[config.mk]
export PLATFORM = sky130hd
export DESIGN_NAME = instruction_sequencer
export DESIGN_NICKNAME = d
export VERILOG_FILES = /design/src/rtl/instruction_sequencer.sv
export SDC_FILE = /design/constraint.sdc
export NUM_CORES = 1
export LEC_CHECK = 0
export CAP_MARGIN = 40
export CORE_UTILIZATION = 25
export DETAILED_ROUTE_END_ITERATION = 8
export MAX_ROUTING_LAYER = met4
export PLACE_DENSITY = 0.57
export REMOVE_ABC_BUFFERS = 1
export SYNTH_ARGS = -nofsm -noshare
export SYNTH_HDL_FRONTEND = slang
export SYNTH_SLANG_ARGS = --single-unit
[constraint.sdc]
create_clock -name Clk -period 2.7 [get_ports Clk]
set_clock_uncertainty 0.1 [all_clocks]
set_input_delay 0.675 -clock Clk [delete_from_list [all_inputs] [get_ports Clk]]
set_output_delay 0.675 -clock Clk [all_outputs]
set_load 0.02 [all_outputs]
[src/rtl/instruction_sequencer.sv]
// instruction_sequencer: fetches 32-bit instructions, decodes the opcode and dispatches
// commands to the matrix or integer ALU. Define WATCHDOG_EN to add a WAIT_DONE timeout.
module instruction_sequencer #(
  parameter logic [3:0] IMEM_SEL    = 4'h1,
  parameter logic [3:0] MATRIX_SEL  = 4'h2,
  parameter logic [3:0] INT_SEL     = 4'h3,
  parameter int         IMEM_DEPTH  = 10,
  parameter int         FETCH_LAT   = 1,
  parameter int         TIMEOUT_CYC = 255
) (
  input  logic        Clk,
  input  logic        nReset,
  input  logic        start,
  output logic [15:0] imem_addr,
  output logic        imem_nRead,
  input  logic [31:0] imem_data,
  output logic        cmd_valid,
  input  logic        cmd_ready,
  output logic [3:0]  cmd_unit,
  output logic [7:0]  cmd_opcode,
  output logic [7:0]  cmd_dest,
  output logic [7:0]  cmd_src1,
  output logic [7:0]  cmd_src2,
  input  logic        done_in,
  output logic [11:0] pc,
  output logic        busy,
  output logic        halted,
  output logic        fault,
  output logic [1:0]  fault_code
);

  typedef enum logic [2:0] {
    S_IDLE,
    S_FETCH,
    S_WAIT_DATA,
    S_DECODE,
    S_ISSUE,
    S_WAIT_DONE,
    S_HALT,
    S_FAULT
  } state_t;

  localparam logic [3:0]  LAT_INIT = 4'(FETCH_LAT);
  localparam logic [11:0] LAST_PC  = 12'(IMEM_DEPTH - 1);

  state_t      state;
  state_t      state_nx;
  logic [31:0] ir;
  logic [3:0]  lat_cnt;
  logic [7:0]  op;
  logic        lat_done;
  logic        is_mat;
  logic        is_int;
  logic        is_stop;
  logic        wd_expire;

  assign op       = ir[31:24];
  assign is_mat   = (op <= 8'h05);
  assign is_int   = (op >= 8'h10) && (op <= 8'h13);
  assign is_stop  = (op == 8'hFF);
  // Capture happens on the edge where the counter steps down to zero.
  assign lat_done = (lat_cnt <= 4'd1);

`ifdef WATCHDOG_EN
  localparam logic [7:0] WD_LAST = 8'(TIMEOUT_CYC - 1);
  logic [7:0] wd_cnt;

  // Held at zero while issuing so it reads zero on the first WAIT_DONE cycle.
  always_ff @(posedge Clk or negedge nReset) begin
    if (!nReset) begin
      wd_cnt <= '0;
    end else if (state == S_ISSUE) begin
      wd_cnt <= '0;
    end else if (state == S_WAIT_DONE) begin
      wd_cnt <= wd_cnt + 8'd1;
    end
  end

  assign wd_expire = (wd_cnt == WD_LAST);
`else
  logic [7:0] unused_timeout;
  assign unused_timeout = 8'(TIMEOUT_CYC);
  assign wd_expire      = 1'b0;
`endif

  always_ff @(posedge Clk or negedge nReset) begin
    if (!nReset) begin
      state <= S_IDLE;
    end else begin
      state <= state_nx;
    end
  end

  always_comb begin
    state_nx   = state;
    imem_addr  = 16'h0000;
    imem_nRead = 1'b1;
    busy       = 1'b1;
    halted     = 1'b0;
    fault      = 1'b0;
    case (state)
      S_IDLE: begin
        busy = 1'b0;
        if (start) state_nx = S_FETCH;
      end
      S_HALT: begin
        busy   = 1'b0;
        halted = 1'b1;
        if (start) state_nx = S_FETCH;
      end
      S_FAULT: begin
        busy  = 1'b0;
        fault = 1'b1;
        if (start) state_nx = S_FETCH;
      end
      S_FETCH: begin
        imem_nRead = 1'b0;
        imem_addr  = {IMEM_SEL, pc};
        state_nx   = S_WAIT_DATA;
      end
      S_WAIT_DATA: begin
        if (lat_done) state_nx = S_DECODE;
      end
      S_DECODE: begin
        if (is_mat || is_int) state_nx = S_ISSUE;
        else if (is_stop)     state_nx = S_HALT;
        else                  state_nx = S_FAULT;
      end
      S_ISSUE: begin
        if (cmd_ready) state_nx = S_WAIT_DONE;
      end
      S_WAIT_DONE: begin
        // done_in has priority over a watchdog expiry on the same cycle.
        if (done_in)        state_nx = (pc == LAST_PC) ? S_FAULT : S_FETCH;
        else if (wd_expire) state_nx = S_FAULT;
      end
      default: state_nx = S_IDLE;
    endcase
  end

  always_ff @(posedge Clk or negedge nReset) begin
    if (!nReset) begin
      pc         <= '0;
      ir         <= '0;
      lat_cnt    <= '0;
      fault_code <= 2'd0;
      cmd_valid  <= 1'b0;
      cmd_unit   <= '0;
      cmd_opcode <= '0;
      cmd_dest   <= '0;
      cmd_src1   <= '0;
      cmd_src2   <= '0;
    end else begin
      case (state)
        S_IDLE, S_HALT, S_FAULT: begin
          if (start) begin
            pc         <= '0;
            fault_code <= 2'd0;
          end
        end
        S_FETCH: begin
          lat_cnt <= LAT_INIT;
        end
        S_WAIT_DATA: begin
          lat_cnt <= lat_cnt - 4'd1;
          if (lat_done) ir <= imem_data;
        end
        S_DECODE: begin
          if (is_mat || is_int) begin
            cmd_valid  <= 1'b1;
            cmd_unit   <= is_mat ? MATRIX_SEL : INT_SEL;
            cmd_opcode <= ir[31:24];
            cmd_dest   <= ir[23:16];
            cmd_src1   <= ir[15:8];
            cmd_src2   <= ir[7:0];
          end else if (!is_stop) begin
            fault_code <= 2'd1;
          end
        end
        S_ISSUE: begin
          if (cmd_ready) begin
            cmd_valid  <= 1'b0;
            cmd_unit   <= '0;
            cmd_opcode <= '0;
            cmd_dest   <= '0;
            cmd_src1   <= '0;
            cmd_src2   <= '0;
          end
        end
        S_WAIT_DONE: begin
          if (done_in) begin
            if (pc == LAST_PC) fault_code <= 2'd2;
            else               pc <= pc + 12'd1;
          end else if (wd_expire) begin
            fault_code <= 2'd3;
          end
        end
        default: ;
      endcase
    end
  end

endmodule

==> Word-level counts from Yosys, hierarchy flattened <==
Cells that the tools add are included.
{ "op_classes": {"addsub": 2, "magnitude_cmp": 4, "n_eq_ne": 18, "n_mux": 40, "n_reduce_logical": 13} }
{ "ops": {"columns": ["op", "count"], "rows": [
  ["one-hot mux 8 bit (2 select lines)", 4],
  ["two-way mux 8 bit", 5],
  ["two-way mux 12 bit", 3],
  ["one-hot mux 12 bit (2 select lines)", 1],
  ["one-hot mux 3 bit (6 select lines)", 1],
  ["inequality test 2 bit, second input constant", 8],
  ["one-hot mux 4 bit (2 select lines)", 2],
  ["two-way mux 3 bit", 5],
  ["two-way mux 13 bit", 1],
  ["adder 12 x 1 -> 12 bit, second input constant", 1],
  ["equality test 12 x 4 -> 1 bit, second input constant", 1],
  ["equality test 3 bit, second input constant", 4],
  ["two-way mux 2 bit", 6],
  ["equality test 8 bit, second input constant", 1],
  [">= comparator 8 x 5 -> 1 bit, second input constant", 1],
  ["less-or-equal comparator 8 x 3 -> 1 bit, second input constant", 1],
  ["less-or-equal comparator 8 x 5 -> 1 bit, second input constant", 1],
  ["two-way mux 1 bit", 8],
  ["two-way mux 4 bit", 2],
  ["AND reduction 4 bit", 2],
  ["equality test 3 x 2 -> 1 bit, second input constant", 2],
  ["one-hot mux 2 bit (3 select lines)", 1],
  ["AND reduction 6 bit", 1],
  ["nonzero test 2 bit", 3],
  ["other kinds (12)", 12]
]} }
{ "totals": {"register_bits": 90, "input_bits": 37, "out_inout_bits": 71} }

==> Depth between registers and ports, before layout <==
{ "depth": {"word_depth": 5, "ltp_mapped": 8, "depth_no_buf": 7} }

==> Least setup slack after synthesis <==
No wires, ideal clock.
{ "synth_path": {"path_kind": "reg2out", "start": "register state[1]", "end": "output imem_addr[0]", "t_arrival_ns": 1.677, "setup_slack_ns": 0.248, "path_stages_with_launch": 7, "path_buffers": 1, "cell_sequence": "dfrtp_1 -> inv_1 -> nand2_1 -> or2_2 -> clkbuf_1 -> inv_1 -> and2_1"} }
{ "synth_between": {"elab_chain_cells": 2} }
{ "synth_rtl": {"columns": ["element", "line", "source"], "rows": [
  ["from (decl)", "46", "state_t state;"],
  ["from (signal assigned)", "90", "state <= state_nx;"],
  ["equality test 3 x 1 -> 1 bit", "101", "case (state)"],
  ["two-way mux 13 bit", "101", null],
  ["to (decl)", "14", "output logic [15:0] imem_addr,"]
]} }
Every way passes these cells.

==> Final worst setup path <==
Same ends and word-level chain as after synthesis.

==> reports/summary.txt <==
RUN STATUS
---------------------------------------------------------------------------------
Result of the run .................................................. finished clean

SETUP PATH
---------------------------------------------------------------------------------
Worst r2r path cells ...............................................            7
Required time of the critical path .................................      1.92 ns
Endpoint of the most critical setup path ........................... imem_addr[0]
Worst flop-to-flop path startpoint .................................        pc[0]
Maximum fanout encountered on the critical timing path .............           10
Worst Setup End Kind ............................................... primary output
WS Path Type ....................................................... flip-flop to primary output
Register-to-register path setup slack ..............................      0.42 ns
Critical Path AT ...................................................      1.82 ns
Setup crit start kind ..............................................    flip-flop
Worst setup path startpoint ........................................     state[1]
Capturing point of the worst reg2reg path ..........................        pc[3]

GLOBAL ROUTE
---------------------------------------------------------------------------------
Congestion Overflow GR .............................................            0
Via count of the first global-routing pass .........................        3,265
Maximum number of pins on one net before global-route repair .......           58
Number of antenna violations at the first check in global routing ..            0
Total track usage ..................................................        13.6%
First-pass GRT wire length .........................................      16.4 mm

TIMING
---------------------------------------------------------------------------------
Minimum clock period ...............................................      2.59 ns
Highest achievable clock rate ......................................      386 MHz
Final TNS setup ....................................................         0 ns
Worst slew margin relative to its limit ............................        51.4%
Period Utilization, post-route .....................................        96.0%
Slew Limit Fails ...................................................            0
Transition time at the pin with the least slew margin ..............     0.728 ns
RSZ-0062 raised after global routing ...............................           no
Final WS setup .....................................................     0.108 ns
Final number of setup-violating endpoints ..........................            0
Final number of hold-violating endpoints ...........................            0

SYNTHESIS
---------------------------------------------------------------------------------
Top cells by area in the synthesized netlist ....................... sky130_fd_sc_hd__dfrtp_1 (56%), sky130_fd_sc_hd__mux2_2 (9.2%), sky130_fd_sc_hd__nand2_1 (6.3%), sky130_fd_sc_hd__o21ai_0 (5.0%), sky130_fd_sc_hd__and2_1 (2.2%)
Main synth FF type ................................................. sky130_fd_sc_hd__dfrtp_1
Top cells by count, synth .......................................... sky130_fd_sc_hd__dfrtp_1 (87), sky130_fd_sc_hd__nand2_1 (65), sky130_fd_sc_hd__o21ai_0 (39)
Most instantiated library cell after synthesis ..................... sky130_fd_sc_hd__dfrtp_1
Netlist Area Pre-Place .............................................  0.00390 mm²
Share of the yosys chip area belonging to registers ................        55.8%
Most area-hungry cell type in the Yosys netlist .................... sky130_fd_sc_hd__dfrtp_1
Async S/R FF share, synth ..........................................         100%
Avg Synthesized Cell Area ..........................................     10.5 µm²
Total number of yosys warnings .....................................            0
Number of enable-type register cells in the synthesized netlist ....            0
Portion of synthesized cell area occupied by the leading cell type .        55.8%
Mapped Cells .......................................................          373
Synth Register Bits ................................................           87
Number of different library cells in the post-synthesis netlist ....           45

FLOORPLANNING
---------------------------------------------------------------------------------
Boundary pin count .................................................          108
Area enclosed by the die boundary ..................................   0.0161 mm²
Standard-cell rows .................................................           45
Floorplan Core Area ................................................   0.0152 mm²
Die X ..............................................................       127 µm
Starting density of the core .......................................        25.7%
Die Height .........................................................       127 µm

HOLD PATH
---------------------------------------------------------------------------------
Class of the tightest hold or removal check ........................ primary input to async pin

CELLS AND AREA
---------------------------------------------------------------------------------
Area Growth Syn to Fin .............................................        41.0%
Layout cell share with drive strength beyond 1 .....................        15.2%
Multi-input logic area .............................................  0.00159 mm²
Final std cells w/o fill ...........................................          675
Number of nets in the layout .......................................          523
Antenna diodes .....................................................            0
Combined flip-flop and latch cell area .............................  0.00218 mm²
Filler Cell Count ..................................................        1,533

CLOCK NETWORK
---------------------------------------------------------------------------------
Largest buffer count on any clock path .............................            2
Number of buffers created by CTS ...................................            9
Sinks on the clock net .............................................           87
Number of post-CTS setup repair buffers ............................            0
Clk Latency, worst-skew pair .......................................      0.34 ns
Level count of the clock H-tree ....................................            3
TritonCTS clock tree ...............................................        built
Root Driver ........................................................ sky130_fd_sc_hd__clkbuf_16
CTS clk-pin slew, worst paths ......................................      0.06 ns

DETAILED ROUTING
---------------------------------------------------------------------------------
DR pass1 iterations ................................................            4
WL per Instance ....................................................      14.9 µm
ANT nets after route ...............................................            0
DRT Wirelength .....................................................      10.1 mm
Via count ..........................................................        3,170
Vias per cell ......................................................         4.70
Detailed Route Iter0 Violations ....................................          115
Post-detailed-route DRC marker count ...............................            0

POWER
---------------------------------------------------------------------------------
Power per cell area ................................................   991 mW/mm²
Highest ir drop seen on vdd ........................................     0.406 mV
P_leak .............................................................      2.33 nW

JOB
---------------------------------------------------------------------------------
Total of max-cap violations ........................................            0

PLACED DESIGN
---------------------------------------------------------------------------------
Placed Cells .......................................................          659
Final RePlAce weighted congestion ..................................        0.861
# port buffers .....................................................          102
Minimum setup slack after placement ................................    -0.185 ns
Placed wire-length estimate after detailed placement ...............      7.11 mm

power breakdown:
group / internal, mW / switching, mW / leakage (nW) / total [mW]
registers: 1.77 / 0.296 / 1.11 / 2.07
clock network: 0.842 / 0.518 / 0.157 / 1.36
logic: 0.981 / 1.04 / 1.07 / 2.02
total: 3.60 / 1.85 / 2.33 / 5.45
flip-flops by register name (all words and copies together), names as in the netlist:
| register | flops |
|---|---|
| state | 3 |
| cmd_src1 | 8 |
| ir | 32 |
| lat_cnt | 4 |
| fault_code | 2 |
| cmd_dest | 8 |
| cmd_opcode | 8 |
| cmd_unit | 2 |
| cmd_src2 | 8 |
| pc | 12 |
repair_timing:
item | 4_1_cts | 5_1_grt
hold buffers | 0 | 0
setup endpoints to repair | 13 | 10
pin swaps | 0 | 0
gates resized for setup | 14 | 13
cells in the final DEF, fill, tap and decap left out, types with 2 or more instances in the layout:
master,count
sky130_fd_sc_hd__dfrtp_1,87
sky130_fd_sc_hd__clkdlybuf4s50_1,87
sky130_fd_sc_hd__nand2_1,65
sky130_fd_sc_hd__o21ai_0,39
sky130_fd_sc_hd__mux2_2,32
sky130_fd_sc_hd__buf_4,17
sky130_fd_sc_hd__and2_1,14
sky130_fd_sc_hd__nor2_1,14
sky130_fd_sc_hd__nand3_1,14
sky130_fd_sc_hd__a21oi_1,10
sky130_fd_sc_hd__clkbuf_16,9
sky130_fd_sc_hd__inv_1,7
sky130_fd_sc_hd__clkdlybuf4s15_1,6
sky130_fd_sc_hd__or4_1,5
sky130_fd_sc_hd__conb_1,5
sky130_fd_sc_hd__and3_1,4
sky130_fd_sc_hd__nor4_1,4
sky130_fd_sc_hd__o211ai_1,4
sky130_fd_sc_hd__ha_1,4
sky130_fd_sc_hd__dlygate4sd2_1,4
sky130_fd_sc_hd__nor3_1,3
sky130_fd_sc_hd__nor2b_1,3
sky130_fd_sc_hd__nand4_1,3
sky130_fd_sc_hd__o22a_1,3
sky130_fd_sc_hd__or3_1,3
sky130_fd_sc_hd__clkbuf_2,3
sky130_fd_sc_hd__a21boi_0,2
sky130_fd_sc_hd__a22o_1,2
sky130_fd_sc_hd__a21o_1,2
sky130_fd_sc_hd__a211oi_1,2
sky130_fd_sc_hd__o31a_1,2
sky130_fd_sc_hd__o31ai_1,2
sky130_fd_sc_hd__clkbuf_1,2
sky130_fd_sc_hd__bufinv_16,2
metal layers:
metal,wire (µm),global-route usage [%]
met4,212,6.30
met2,4820,21.8
met3,790,4.98
met5,0,-
met1,4260,15.1
worst max-delay path, stage by stage, from the launching register on:
cell	delay, ns
sky130_fd_sc_hd__dfrtp_1	0.38
sky130_fd_sc_hd__inv_1	0.07
sky130_fd_sc_hd__nand2_1	0.06
sky130_fd_sc_hd__or2_2	0.38
sky130_fd_sc_hd__inv_2	0.14
sky130_fd_sc_hd__and2_1	0.13
sky130_fd_sc_hd__clkdlybuf4s15_1	0.30
cells by family (layout without fill, tap and decap cells):
family / Yosys count / after routing / share of synthesized area [%]
muxes: 33 / 33 / 9.50
other: 1 / 5 / 0.0962
adders and majority gates: 4 / 4 / 1.28
and+or+nand+nor: 139 / 139 / 17.1
DFF: 87 / 87 / 55.8
buffers and inverters: 33 / 143 / 4.04
xor gates and xnor gates: 1 / 1 / 0.225
AOI/OAI and AO/OA: 75 / 75 / 11.9
layout make-up:
type / instances / share of cell area [%]
Clock buffer: 12 / 4.48
Clock inverter: 4 / 1.41
Inverter: 8 / 0.546
Multi-Input combinational cell: 257 / 29.0
Sequential cell: 87 / 39.6
Tap cell: 188 / 4.28
Timing Repair Buffer: 119 / 20.7
how the worst min path moves through the flow:
stage / end / slack [ns]
2_1_floorplan: cmd_dest[0] / 0.28
3_3_place_gp: cmd_dest[6] / 0.35
3_5_place_dp: cmd_src1[0] / 0.37
4_1_cts: cmd_src1[0] / 0.31
5_1_grt: cmd_src1[0] / 0.35
6_report: cmd_src1[0] / 0.30
metrics by stage:
stage / util [%] / power [mW] / instance area, µm² / hold WS (ns)
finish: 36.2 / 5.45 / 5500 / 0.299
global route: 36.2 / 5.81 / 5500 / 0.352
CTS: 36.2 / 5.54 / 5500 / 0.312
detailed placement: 34.2 / 4.14 / 5190 / 0.367
global placement: 34.2 / 4.08 / 5190 / 0.353
floorplan: - / 3.19 / 3790 / 0.279
No activity file was read; power rests on OpenSTA's default activity.
